### src/rtl/debounced_input_port.sv
// debounced_input_port
// N-channel input port with per-bit synchroniser, debounce filter, edge
// capture and maskable level interrupt, on a PIO-compatible Avalon-MM slave.
// Register map (word offsets): 0 data, 1 direction (reads 0), 2 irq_mask,
// 3 edge_capture (write-1-to-clear, an edge in the same cycle wins).

module debounced_input_port #(
   parameter int WIDTH           = 4,
   parameter int DEBOUNCE_CYCLES = 500000,
   parameter int SYNC_STAGES     = 2,
   parameter int EDGE_TYPE       = 1,
   parameter int IDLE_LEVEL      = 1
) (
   input  logic             clk,
   input  logic             reset_n,
   input  logic [WIDTH-1:0] in_port,
   input  logic [1:0]       address,
   input  logic             chipselect,
   input  logic             read,
   input  logic             write,
   input  logic [31:0]      writedata,
   output logic [31:0]      readdata,
   output logic             irq
);

   localparam int             CW       = $clog2(DEBOUNCE_CYCLES);
   localparam logic [CW-1:0]  CNT_LAST = CW'(DEBOUNCE_CYCLES - 1);
   localparam logic           IDLE_BIT = (IDLE_LEVEL != 0);

   // synchroniser chain, stage SYNC_STAGES-1 feeds the filter
   logic [WIDTH-1:0] sync_q [SYNC_STAGES];
   logic [WIDTH-1:0] sync_in_s;

   // debounce state
   logic [CW-1:0]    cnt_q [WIDTH];
   logic [CW-1:0]    cnt_d [WIDTH];
   logic [WIDTH-1:0] stable_q, stable_d;
   logic [WIDTH-1:0] stable_dly_q;

   // edge detection and register file
   logic [WIDTH-1:0] edge_set_s;
   logic [WIDTH-1:0] mask_q, mask_d;
   logic [WIDTH-1:0] cap_q, cap_d;
   logic [WIDTH-1:0] clr_s;
   logic [31:0]      readdata_q, readdata_d;
   logic             irq_q, irq_d;
   logic             wr_en_s, rd_en_s;

   // upper write-data bits have no destination in a narrow port
   logic             unused_wdata;
   assign unused_wdata = ^writedata;

   assign sync_in_s = sync_q[SYNC_STAGES-1];
   assign wr_en_s   = chipselect & write;
   assign rd_en_s   = chipselect & read;
   assign readdata  = readdata_q;
   assign irq       = irq_q;

   // shift raw pins through the synchroniser flops
   always_ff @(posedge clk or negedge reset_n) begin
      if (!reset_n) begin
         for (int s = 0; s < SYNC_STAGES; s++) begin
            sync_q[s] <= {WIDTH{IDLE_BIT}};
         end
      end else begin
         sync_q[0] <= in_port;
         for (int s = 1; s < SYNC_STAGES; s++) begin
            sync_q[s] <= sync_q[s-1];
         end
      end
   end

   // per-bit debounce: count consecutive differing cycles, accept on the last
   always_comb begin
      stable_d = stable_q;
      for (int i = 0; i < WIDTH; i++) begin
         cnt_d[i] = cnt_q[i];
         if (sync_in_s[i] == stable_q[i]) begin
            cnt_d[i] = '0;
         end else if (cnt_q[i] == CNT_LAST) begin
            stable_d[i] = sync_in_s[i];
            cnt_d[i]    = '0;
         end else begin
            cnt_d[i] = cnt_q[i] + CW'(1);
         end
      end
   end

   // debounce counters and accepted levels
   always_ff @(posedge clk or negedge reset_n) begin
      if (!reset_n) begin
         for (int i = 0; i < WIDTH; i++) begin
            cnt_q[i] <= '0;
         end
         stable_q     <= {WIDTH{IDLE_BIT}};
         stable_dly_q <= {WIDTH{IDLE_BIT}};
      end else begin
         for (int i = 0; i < WIDTH; i++) begin
            cnt_q[i] <= cnt_d[i];
         end
         stable_q     <= stable_d;
         stable_dly_q <= stable_q;
      end
   end

   // select which one-cycle edge pulse feeds the capture register
   always_comb begin
      edge_set_s = '0;
      case (EDGE_TYPE)
         32'd0:   edge_set_s = stable_q & ~stable_dly_q;
         32'd1:   edge_set_s = ~stable_q & stable_dly_q;
         default: edge_set_s = stable_q ^ stable_dly_q;
      endcase
   end

   // register-file next state and registered read mux
   always_comb begin
      mask_d     = mask_q;
      clr_s      = '0;
      readdata_d = readdata_q;
      if (wr_en_s && (address == 2'd2)) begin
         mask_d = writedata[WIDTH-1:0];
      end else begin
         mask_d = mask_q;
      end
      if (wr_en_s && (address == 2'd3)) begin
         clr_s = writedata[WIDTH-1:0];
      end else begin
         clr_s = '0;
      end
      // set is applied after clear so a coincident edge keeps the bit
      cap_d = (cap_q & ~clr_s) | edge_set_s;
      irq_d = |(cap_q & mask_q);
      if (rd_en_s) begin
         case (address)
            2'd0:    readdata_d = 32'(stable_q);
            2'd1:    readdata_d = 32'd0;
            2'd2:    readdata_d = 32'(mask_q);
            2'd3:    readdata_d = 32'(cap_q);
            default: readdata_d = 32'd0;
         endcase
      end else begin
         readdata_d = readdata_q;
      end
   end

   // mask, capture, read data and interrupt registers
   always_ff @(posedge clk or negedge reset_n) begin
      if (!reset_n) begin
         mask_q     <= '0;
         cap_q      <= '0;
         readdata_q <= 32'd0;
         irq_q      <= 1'b0;
      end else begin
         mask_q     <= mask_d;
         cap_q      <= cap_d;
         readdata_q <= readdata_d;
         irq_q      <= irq_d;
      end
   end

endmodule

### config.mk
export PLATFORM = sky130hd
export DESIGN_NAME = debounced_input_port
export DESIGN_NICKNAME = d
export VERILOG_FILES = /design/src/rtl/debounced_input_port.sv
export SDC_FILE = /design/constraint.sdc
export NUM_CORES = 1
export LEC_CHECK = 0
export BUFFER_PORTS_ARGS = -buffer_cell sky130_fd_sc_hd__buf_2
export CAP_MARGIN = 20
export CORE_MARGIN = 2
export CORE_UTILIZATION = 60
export DETAILED_ROUTE_END_ITERATION = 16
export PLACE_DENSITY = 0.83
export SYNTH_ARGS = -nofsm -noshare
export SYNTH_HDL_FRONTEND = slang
export SYNTH_SLANG_ARGS = --single-unit
### constraint.sdc
create_clock -name clk -period 4.06 [get_ports clk]
set_clock_uncertainty 0.15 [all_clocks]
set_input_delay 0.406 -clock clk [delete_from_list [all_inputs] [get_ports clk]]
set_output_delay 0.406 -clock clk [all_outputs]
set_load 0.01 [all_outputs]
==> reports/results.tsv <==
stage	metric	value	unit
flow_run	max cap viols	0	
critical_path	flop2flop setup slack	1.74	ns
grt	most used routing layer	met2	
critical_path	slowest CP cell	o21ai_1	
grt	routing usage on met2	0.354	
logic_synthesis	asr flop ratio synth	1.00	
grt	largest net degree at the start of global routing	81	
critical_path	Crit path depth	6	
grt	GRT overflow	0	
logic_synthesis	register area share after synthesis	0.521	
cts	CTS root buf	clkbuf_8	
place	dpl cells	619	
final_layout	n_diodes	0	
critical_path	critical path type	reg2reg	
final_layout	share of cells above drive strength 1	0.126	
power	Switching Share	0.238	
critical_path	CP Max Fanout	11	
power	Pleak	2.25	nW
floorplan	I/O pin cnt	76	
power	sw power	439	µW
routing	DR iter-0 viols	130	
timing	hold slack	0.0461	ns
place	RePlAce Congestion	0.831	
timing	setup violators final	0	
timing	Slew @ Worst Pin	0.963	ns
timing	Pins Over Slew Limit	0	
final_layout	Total Nets Final	576	
critical_path	worst path required time	4.16	ns
grt	met3 usage	0.0587	
critical_path	Critical Path Source Type	register	
routing	via count	3651	
timing	Final Hold Fails	0	
cts	Worst-path clk slew	0.09	ns
cts	CTS tree	yes	
cts	# clock sinks	105	
cts	Bufs on Longest Clock Path	2	
critical_path	RR Startpoint	cnt_q[19]$_DFF_PN0_	
power	combinational fraction of design power	0.072	
hold_path	Hold WC Path Type	in2async	
final_layout	leading cell types in the layout, fill and taps excluded	dfrtp_1 (89), nor2_1 (67), nand2_1 (37)	
routing	final WL	9020	µm
final_layout	commonest non-fill, non-tap cell in the layout	dfrtp_1	
logic_synthesis	Distinct cells, synth	44	
power	Sequential Power Share	0.607	
routing	post-detailed-route wirelength per cell	14.1	µm
critical_path	CP top delay family	simple AND/OR/NAND/NOR gates	
logic_synthesis	number of synthesized flops with an enable pin	0	
final_layout	post-route insts no fill	638	
final_layout	FILL cells	650	
cts	worst skew pair latency	0.36	ns
power	clock share of power	0.321	
floorplan	die extent in x	96.0	µm
timing	fmax	0.432	GHz
power	P per Cell Area	340	mW/mm²
critical_path	worst path arrival time	2.42	ns
grt	gr usage total	0.215	
cts	CTS HTree Levels	3	
routing	Vias/cell	5.72	
grt	initial antenna violation count	0	
floorplan	full die area	0.00922	mm²
timing	Tcrit/Tclk final	0.570	
critical_path	critical path buffer and inverter count	1	
logic_synthesis	Yosys warnings	0	
critical_path	CP max stage delay	0.54	ns
power	Int Power	1.40	mW
critical_path	Reg2Reg Depth	6	
grt	first-pass GRT wire length	15500	µm
logic_synthesis	Cells after Synth	502	
logic_synthesis	Synth Register Bits	105	
routing	DRT Pass-1 Iters	5	
cts	post_cts resized	0	
timing	post-route minimum period	2.32	ns
logic_synthesis	ys flop type	dfrtp_1	
timing	unrepaired setup endpoints after global routing	no	
critical_path	crit path capture type	register	
run_status	outcome	complete, no violations	
final_layout	fin util	0.659	
floorplan	Placeable Area	0.00822	mm²
cts	total CTS buffers	9	
power	Max VDD drop	0.275	mV
critical_path	reg2reg end	cnt_q[23]$_DFF_PN0_	
floorplan	Die Ht	96.0	µm
floorplan	cell row count	33	
grt	GR Layer Usage met1	0.279	
logic_synthesis	Mapped Area	0.00508	mm²
routing	# DRC	0	
grt	vias in the first global route	3460	
place	dpl hpwl	6240	µm
final_layout	Layout area overhead	6.55	%
critical_path	Cell Chain, Critical Path	ha_1 > and4_1 > nand3_1 > o21ai_1 > buf_4 > nor2_1	
timing	Setup Total Neg Slack	0	ns
routing	Final ANT Viol Nets	0	
timing	Slew HR	0.358	
place	port bufs	19	
floorplan	Initial Util	0.619	
logic_synthesis	Avg Cell Area, Syn	10.1	µm²
## cells by family after synthesis
| family | after synthesis | synth area share |
|---|---|---|
| DFF | 105 | 0.521 |
| buffers and inverters | 53 | 0.0605 |
| adders and majority gates | 4 | 0.00985 |
| other | 1 | 0.000738 |
| AOI/OAI and AO/OA | 56 | 0.0672 |
| xor gates and xnor gates | 53 | 0.0913 |
| muxes | 12 | 0.0256 |
| and+or+nand+nor | 218 | 0.224 |
## power by group through the flow
stage	registers, mW	clock network [mW]	logic (mW)
finish	1.12	0.591	0.133
global route	1.12	0.648	0.156
CTS	1.12	0.609	0.136
detailed placement	1.14	0	0.132
global placement	1.13	0	0.125
floorplan	1.13	0	0.0929
## layout make-up
type,count,area (µm²),area share
clock buffers,12,165,0.0305
clock inverters,3,15.0,0.00277
inverters,15,56.3,0.0104
multi-input cells,371,2230,0.412
flip-flops and latches,105,2650,0.489
well taps,105,131,0.0243
repair buffers,27,171,0.0316
## per-stage QoR
| step | total power [mW] | setup slack (ns) | instance area [µm²] |
|---|---|---|---|
| final | 1.84 | 1.74 | 5420 |
| after global routing | 1.93 | 1.61 | 5420 |
| after CTS | 1.86 | 1.77 | 5420 |
| after detailed placement | 1.27 | 1.77 | 5200 |
| after global placement | 1.26 | 1.74 | 5180 |
| after floorplan | 1.23 | 1.93 | 5180 |
## metal layers
layer | share of wire | wire length, µm
met3 | 0.049 | 441
met2 | 0.49 | 4400
met5 | 0 | 0
met4 | 0.017 | 155
met1 | 0.45 | 4020
## how the worst max path moves through the flow
| stage | startpoint | to |
|---|---|---|
| after floorplan | cnt_q[0]$_DFF_PN0_ | cnt_q[10]$_DFF_PN0_ |
| after global placement | cnt_q[62]$_DFF_PN0_ | cnt_q[60]$_DFF_PN0_ |
| after detailed placement | cnt_q[19]$_DFF_PN0_ | cnt_q[23]$_DFF_PN0_ |
| after CTS | cnt_q[19]$_DFF_PN0_ | cnt_q[23]$_DFF_PN0_ |
| after global routing | cnt_q[19]$_DFF_PN0_ | cnt_q[23]$_DFF_PN0_ |
| final | cnt_q[19]$_DFF_PN0_ | cnt_q[23]$_DFF_PN0_ |
## sequential cells by signal, summed over array words and instances (netlist names)
signal / cells
cap_q: 4
cnt_q: 76
irq: 1
mask_q: 4
readdata: 4
stable_dly_q: 4
stable_q: 4
sync_in_s: 4
sync_q: 4
## synthesized netlist by cell type, types with 3 or more instances
cell type	number	area, µm²
a21oi_1	19	95.1
xor2_1	29	254
or4_1	7	52.6
nand3_1	26	130
nor4b_1	4	35.0
o21ai_0	18	90.1
mux2_2	7	78.8
o31ai_1	6	45.0
buf_2	3	15.0
buf_4	28	210
xnor2_1	24	210
and4_1	10	87.6
a31oi_1	4	25.0
nand2_1	37	139
or4b_1	3	30.0
or3_1	15	93.8
nor3_1	10	50.1
nand4_1	17	106
nor2_1	67	251
dfstp_2	16	420
clkbuf_1	7	26.3
dfrtp_1	89	2230
inv_1	15	56.3
ha_1	4	50.1
mux2i_1	4	40.0
nor4_1	10	62.6
## what timing repair did
action / CTS / global route
buffers inserted: 0 / 0
hold buffers: 4 / 0
endpoints found under the hold margin: 4 / 0
No activity file was read; power rests on OpenSTA's default activity.
